## src/rtl/fifo_packer.sv

```systemverilog
// Packs consecutive show-ahead FIFO entries into one wide word with a valid/ready output.
// Optional idle-timeout flush of partial words is enabled by defining FIFO_PACKER_FLUSH_EN.
module fifo_packer #(
    parameter int DATA_WIDTH = 8,
    parameter int RATIO      = 4,
    parameter int TIMEOUT    = 8
) (
    input  logic                              clk,
    input  logic                              reset,
    input  logic [DATA_WIDTH-1:0]             fifo_dataout,
    input  logic                              fifo_val,
    output logic                              fifo_read,
    output logic [DATA_WIDTH*RATIO-1:0]       word_out,
    output logic                              word_val,
    input  logic                              word_ready,
    output logic [$clog2(RATIO+1)-1:0]        word_cnt
);

    localparam int CW = $clog2(RATIO + 1);
    localparam int WW = DATA_WIDTH * RATIO;

    logic [CW-1:0] cnt_q, cnt_d;
    logic [CW-1:0] word_cnt_q, word_cnt_d;
    logic [WW-1:0] asm_q, asm_d;
    logic          val_q, val_d;
    logic          accept_s;
    logic          fifo_read_s;
    logic [CW-1:0] base_cnt_s;

`ifdef FIFO_PACKER_FLUSH_EN
    localparam int IW = $clog2(TIMEOUT + 1);
    logic [IW-1:0] idle_q, idle_d;
`endif

    // Next-state: accept clears the word, then a pop lands in lane base_cnt_s.
    always_comb begin
        accept_s    = val_q & word_ready;
        fifo_read_s = fifo_val & (~val_q | word_ready) & ~reset;
        base_cnt_s  = accept_s ? {CW{1'b0}} : cnt_q;
        asm_d       = accept_s ? {WW{1'b0}} : asm_q;
        val_d       = accept_s ? 1'b0 : val_q;
        cnt_d       = base_cnt_s;
        if (fifo_read_s) begin
            for (int i = 0; i < RATIO; i++) begin
                if (base_cnt_s == CW'(i)) begin
                    asm_d[i*DATA_WIDTH +: DATA_WIDTH] = fifo_dataout;
                end else begin
                    asm_d[i*DATA_WIDTH +: DATA_WIDTH] = asm_d[i*DATA_WIDTH +: DATA_WIDTH];
                end
            end
            cnt_d = base_cnt_s + CW'(1);
            if (cnt_d == CW'(RATIO)) begin
                val_d = 1'b1;
            end else begin
                val_d = val_d;
            end
        end else begin
            cnt_d = base_cnt_s;
        end
`ifdef FIFO_PACKER_FLUSH_EN
        // The idle count only advances while a partial word sits untouched.
        if (fifo_read_s || accept_s) begin
            idle_d = {IW{1'b0}};
        end else if (!val_q && (cnt_q != {CW{1'b0}}) && (cnt_q < CW'(RATIO))) begin
            idle_d = idle_q + IW'(1);
            if (idle_d == IW'(TIMEOUT)) begin
                val_d = 1'b1;
            end else begin
                val_d = val_d;
            end
        end else begin
            idle_d = idle_q;
        end
`endif
        word_cnt_d = val_d ? cnt_d : {CW{1'b0}};
    end

    // State registers with synchronous reset.
    always_ff @(posedge clk) begin
        if (reset) begin
            cnt_q      <= {CW{1'b0}};
            word_cnt_q <= {CW{1'b0}};
            asm_q      <= {WW{1'b0}};
            val_q      <= 1'b0;
`ifdef FIFO_PACKER_FLUSH_EN
            idle_q     <= {IW{1'b0}};
`endif
        end else begin
            cnt_q      <= cnt_d;
            word_cnt_q <= word_cnt_d;
            asm_q      <= asm_d;
            val_q      <= val_d;
`ifdef FIFO_PACKER_FLUSH_EN
            idle_q     <= idle_d;
`endif
        end
    end

    assign fifo_read = fifo_read_s;
    assign word_out  = asm_q;
    assign word_val  = val_q;
    assign word_cnt  = word_cnt_q;

endmodule

```

## config.mk

```make
export PLATFORM = sky130hd
export DESIGN_NAME = fifo_packer
export DESIGN_NICKNAME = d
export VERILOG_FILES = /design/src/rtl/fifo_packer.sv
export SDC_FILE = /design/constraint.sdc
export NUM_CORES = 1
export LEC_CHECK = 0
export CORE_MARGIN = 4
export CORE_UTILIZATION = 43
export DETAILED_ROUTE_END_ITERATION = 7
export PLACE_DENSITY = 0.75
export SYNTH_ARGS = -nofsm -noshare
export SYNTH_HDL_FRONTEND = slang
export SYNTH_SLANG_ARGS = --single-unit
```

## constraint.sdc

```tcl
create_clock -name clk -period 2.2 [get_ports clk]
set_clock_uncertainty 0.1 [all_clocks]
set_input_delay 0.22 -clock clk [delete_from_list [all_inputs] [get_ports clk]]
set_output_delay 0.22 -clock clk [all_outputs]
set_load 0.1 [all_outputs]
```

==> flow_summary.ini, run 1 <==
[outcome]
status = completed

[cells_and_area]
final_cell_mix = buf_4, dfxtp_1, a21oi_1
layout_commonest_cell = buf_4
nNetsFinal = 256
area_growth_pct = 32.0
n_antenna_cell = 0
fillers = 375
layout-drive-gt1-share_pct = 30.3

[setup_path]
r2r_setup_slack_ps = 340
end_kind = output pin
reg2reg_depth = 5
crit_type = in2out
required_ps = 1880
cp_cell_sequence = clkdlybuf4s50_1 -> buf_4 -> nand2b_1 -> nor2_2 -> buf_12
regToRegEndpoint = word_cnt[2]
critical_path.top_delay_family = buffers and inverters
regToRegStartpoint = word_val
slowest_stage = clkdlybuf4s50_1
critPathMaxStageDelay_ps = 440
cp.buffers_inverters = 3
cp-start-kind = primary input
worst_ep_arrival_time_ps = 1560
worstPathMaxFanout = 13

[floorplan]
io_pins = 49
core_region_area_um2 = 4030
rows = 23
die_x_um = 72.6
die-area_um2 = 5270
fp.dieH_um = 72.6
start_util_pct = 44.5

[synthesis]
synth_compound_area_share_pct = 28.0
syn_area_um2 = 1790
synthCells = 197
synth-seq-cells = 39
syn_nets = 210
syn_area_per_cell_um2 = 9.11
synth_cell_types = 36
synth-xor-area-share_pct = 0
synth_top_family_by_area = compound AO/OA/AOI/OAI gates
ys_seq_area_share_pct = 43.5
synth_mux_area_share_pct = 0.558
synth_simple_gate_area_share_pct = 16.8
synth-async-reset-ratio_pct = 0
synth_ff_type = dfxtp_1
synth_edf_count = 0
synth_warnings = 0
synthAdderAreaFrac_pct = 0.697

[hold_path]
hp-start = word_out[5]
holdPathStages = 2
hold_end = word_out[5]
hold_class = reg2reg

[pwr]
intPower_mw = 1.15
power.total_mw = 1.65
leakage_nw = 0.917
vdd_drop_max_v = 0.000381
clkPwrFrac_pct = 35.8
p_sw_mw = 0.501
p_comb_share_pct = 19.5
seqPwrFrac_pct = 44.7
power_density_nw_per_um2 = 697
switching_share_pct = 30.3

[global_routing]
grt_use_total_pct = 18.9
grt_pass1_wl_mm = 7.77
antenna_found_initial = 0
grt_pass1_vias = 1580
grt_max_degree = 26
overflow = 0

[routing]
drc = 0
via_count = 1654
drtIter0Drc = 169
ant_nets = 0
vias_per_cell = 5.63
drt-total-wl_mm = 4.70
wl_per_cell_um = 16.0
dr.pass1.iters = 4

[timing]
fin_crit_sh_pct = 85.6
final_hold_viol_count = 0
worst_hold_slack_ps = 382
slew_headroom_pct = 55.0
rsz0062_at_grt = no
setup_ws_ps = 316
setup-violations-final = 0
fin_crit_ps = 1880
max_freq_mhz = 531
drv_slew = 0
worst_pin_slew_ps = 674

[place]
pre_cts_slack_ps = 3.44
dp_hpwl_mm = 3.30
gp_congestion = 0.849
io_buffers = 48

[clock_tree]
root_buffer = clkbuf_8
cts_sinks = 39
cts_setup_buffers = 0
hold_buffers = 0
clk_pin_slew_ps = 80
cts_tree = yes
clkLatencyLatePin_ps = 290
cts_buffers = 5
cts_resized = 0
htreeDepth = 2
cts.path.max_buffers = 2

[job]
cap_violations = 0
-- per-stage QoR --
step                cell area (um^2)  cells  util, %  setup TNS (ps)
global route                    2370    294     58.8               0
CTS                             2370    294     58.8               0
detailed placement              2260    286     56.0               0
floorplan                       1820    197        -           -57.2
finish                          2370    294     58.8               0
global placement                2260    286     56.0               0
-- worst min-delay path, delay by kind of cell, from the launching register on --
family / cells / cell delay (ps)
flip-flops: 1 / 320
AO/OA/AOI/OAI: 1 / 70
buffers and inverters: 1 / 50
-- layout make-up --
class,instances,area (um^2),area share (%)
clock inverters,3,43.8,1.85
well taps,50,62.6,2.64
flip-flops and latches,39,785,33.1
inverters,18,67.6,2.85
clock buffers,5,68.8,2.91
repair buffers,62,505,21.3
multi-input cells,117,836,35.3
-- sequential cells by signal, indices dropped and copies added (netlist names) --
signal,flops
word_out,32
word_cnt,3
word_val,1
cnt_q,3
-- power by group through the flow --
stage | Sequential [mW] | Combinational [mW] | Clock (mW)
2_1_floorplan | 0.880 | 0.107 | 0
5_1_grt | 0.740 | 0.338 | 0.642
4_1_cts | 0.738 | 0.322 | 0.606
6_report | 0.737 | 0.322 | 0.590
3_5_place_dp | 0.754 | 0.321 | 0
3_3_place_gp | 0.754 | 0.319 | 0
-- cell families (layout without fill, tap and decap cells) --
| kind of cell | Yosys count | count (layout) |
|---|---|---|
| compound gates | 66 | 66 |
| buf+inv | 41 | 88 |
| simple gates | 49 | 49 |
| flops | 39 | 39 |
| fa+ha+maj | 1 | 1 |
| mux | 1 | 1 |
-- synthesized netlist by cell type, types with 2 or more instances --
| library cell | n | area, um^2 |
|---|---|---|
| a21oi_1 | 27 | 135 |
| o211ai_1 | 6 | 45.0 |
| o32ai_1 | 8 | 70.1 |
| buf_2 | 6 | 30.0 |
| buf_1 | 2 | 7.51 |
| o211ai_2 | 10 | 125 |
| buf_6 | 3 | 33.8 |
| dfxtp_1 | 39 | 781 |
| o311ai_0 | 3 | 26.3 |
| o311ai_1 | 5 | 43.8 |
| nor3b_1 | 2 | 15.0 |
| nand4_1 | 8 | 50.1 |
| nand3_1 | 16 | 80.1 |
| nor2_1 | 3 | 11.3 |
| nand2_1 | 4 | 15.0 |
| nor2b_1 | 4 | 25.0 |
| nand2b_1 | 5 | 31.3 |
| clkbuf_1 | 11 | 41.3 |
| inv_1 | 18 | 67.6 |
-- per-layer routing --
layer  GRT usage [%]  up-vias  share of wire (%)
met1            24.5      787                 42
met3            4.41        2                6.6
met5               0        -                  0
met4            6.35        0               0.49
li1                -      824                  -
met2            30.8       41                 50
-- worst max-delay path by stage --
stage                    start     endpoint  depth (start not counted)
finish                   reset    fifo_read                          5
global route          word_val  word_cnt[2]                          5
CTS                      reset    fifo_read                          5
detailed placement  word_ready  word_cnt[2]                          6
global placement    word_ready  word_cnt[2]                          6
floorplan             word_val  word_cnt[2]                          7
Power figures use the tool's default switching activity.
==> inputs of run 2 (changes only) <==
--- a/config.mk
+++ b/config.mk
@@ -9,6 +9,7 @@
 export CORE_UTILIZATION = 43
 export DETAILED_ROUTE_END_ITERATION = 7
 export PLACE_DENSITY = 0.75
+export SKIP_CTS_REPAIR_TIMING = 1
 export SYNTH_ARGS = -nofsm -noshare
 export SYNTH_HDL_FRONTEND = slang
 export SYNTH_SLANG_ARGS = --single-unit
==> results of run 2 <==
No change in the layout: final DEF, timing and power equal those of run 1.
==> inputs of run 3 (changes only) <==
--- a/config.mk
+++ b/config.mk
@@ -6,9 +6,8 @@
 export NUM_CORES = 1
 export LEC_CHECK = 0
 export CORE_MARGIN = 4
-export CORE_UTILIZATION = 43
+export CORE_UTILIZATION = 25
 export DETAILED_ROUTE_END_ITERATION = 7
-export PLACE_DENSITY = 0.75
 export SKIP_CTS_REPAIR_TIMING = 1
 export SYNTH_ARGS = -nofsm -noshare
 export SYNTH_HDL_FRONTEND = slang
==> run 3 against run 2 <==
Setup slack worse by 17 ps. Via count is 0.54% lower. First-iteration DRC count is 32% lower. Critical path depth stayed put. Core utilization is 24 points lower. Critical endpoint unchanged. Largest cell class unchanged. Largest power group unchanged.
==> flow_summary.ini, run 3 (same netlist as run 1, synthesis figures left out) <==
[outcome]
status = completed

[clock_tree]
cts.path.max_buffers = 2
htreeDepth = 2
cts_tree = yes
clk_pin_slew_ps = 80
clkLatencyLatePin_ps = 290
cts_buffers = 5
root_buffer = clkbuf_8
cts_sinks = 39

[place]
io_buffers = 48
gp_congestion = 0.774
pre_cts_slack_ps = -16.2
dp_hpwl_mm = 3.59
placed_area_um2 = 2310

[timing]
worst_pin_slew_ps = 657
slew_headroom_pct = 56.1
rsz0062_at_grt = no
worst_hold_slack_ps = 382
max_freq_mhz = 526
final_hold_viol_count = 0
fin_crit_ps = 1900
fin_crit_sh_pct = 86.4
setup-violations-final = 0
setup_ws_ps = 299
drv_slew = 0

[setup_path]
startpoint = reset
r2r_setup_slack_ps = 320
regToRegStartpoint = word_val
worstPathMaxFanout = 10
cp-start-kind = primary input
end_kind = output pin
regToRegEndpoint = word_cnt[2]
required_ps = 1880
reg2reg_depth = 5
worst_ep_arrival_time_ps = 1580
crit_type = in2out

[floorplan]
die_x_um = 92.7
fp.dieH_um = 92.7
die-area_um2 = 8600
core_region_area_um2 = 6870
io_pins = 49
rows = 30
start_util_pct = 26.1

[cells_and_area]
final_cell_mix = buf_4, dfxtp_1, a21oi_1
fin_area_um2 = 2390
final_core_util_pct = 34.8
layout-drive-gt1-share_pct = 29.6
layout_commonest_cell = buf_4
nNetsFinal = 255
area_growth_pct = 33.3
largest_reg_flops = 32
n_antenna_cell = 0

[pwr]
clkPwrFrac_pct = 31.2
vdd_drop_max_v = 0.000176
power.total_mw = 1.54
leakage_nw = 0.895
switching_share_pct = 33.0
p_comb_share_pct = 20.9
p_sw_mw = 0.508
power_density_nw_per_um2 = 645
seqPwrFrac_pct = 47.9
intPower_mw = 1.03

[hold_path]
holdPathStages = 2
hold_end = word_out[5]
hp-start = word_out[5]
hold_class = reg2reg

[global_routing]
grt_max_degree = 25
grt_use_total_pct = 12.2
overflow = 0
antenna_found_initial = 0
grt_pass1_vias = 1589
grt_pass1_wl_mm = 8.15

[job]
cap_violations = 0

[routing]
dr.pass1.iters = 4
wl_per_cell_um = 15.0
drtIter0Drc = 115
drt-total-wl_mm = 5.07
vias_per_cell = 4.85
via_count = 1645
drc = 0
ant_nets = 0
==> run 3: changes by cell type in the layout (fill, tap and decap cells not counted) <==
cell and delta:
buf_4 -1, clkinvlp_4 +1, clkinv_4 -1, clkbuf_1 +1
bufinv_16 -1
==> run 3: area by class of cell <==
class / count / area (um^2)
clock inverters: 2 / 12.5
repair buffers: 61 / 498
clock buffers: 6 / 72.6
flip-flops and latches: 39 / 785
fillers: 742 / 4480
multi-input cells: 117 / 836
well taps: 96 / 120
inverters: 18 / 67.6
==> run 3: worst max-delay path by stage <==
stage	to	depth (start not counted)	slack (ps)
5_1_grt	fifo_read	5	200
4_1_cts	fifo_read	5	280
6_report	fifo_read	5	300
2_1_floorplan	word_cnt[2]	7	-60
3_5_place_dp	word_cnt[2]	6	-20
3_3_place_gp	word_cnt[2]	6	40
==> run 3: metrics by stage <==
step           setup TNS [ps]  cells
2_1_floorplan           -57.2    197
4_1_cts                     0    339
3_5_place_dp            -16.2    331
6_report                    0    339
3_3_place_gp                0    331
5_1_grt                     0    339
==> run 3: worst max-delay path: stages <==
cell and delay [ps]:
clkdlybuf4s50_1 460, buf_4 200, nand2b_1 290, nor2_2 210, buf_12 190
==> run 3: power by group through the flow <==
| stage | registers, mW | clock network, mW | logic, mW |
|---|---|---|---|
| final | 0.738 | 0.481 | 0.322 |
| after global routing | 0.740 | 0.541 | 0.340 |
| after CTS | 0.738 | 0.502 | 0.323 |
| after detailed placement | 0.755 | 0 | 0.323 |
| after global placement | 0.755 | 0 | 0.321 |
| after floorplan | 0.880 | 0 | 0.107 |
==> run 3: per-layer routing <==
| layer | wire [um] | vias up | part of all wire (%) | global-route usage [%] |
|---|---|---|---|---|
| met1 | 2230 | 772 | 44 | 15.7 |
| met3 | 306 | 10 | 6.0 | 3.17 |
| li1 | - | 815 | - | - |
| met2 | 2440 | 48 | 48 | 19.5 |
| met4 | 96 | 0 | 1.9 | 5.13 |
| met5 | 0 | - | 0 | 0 |
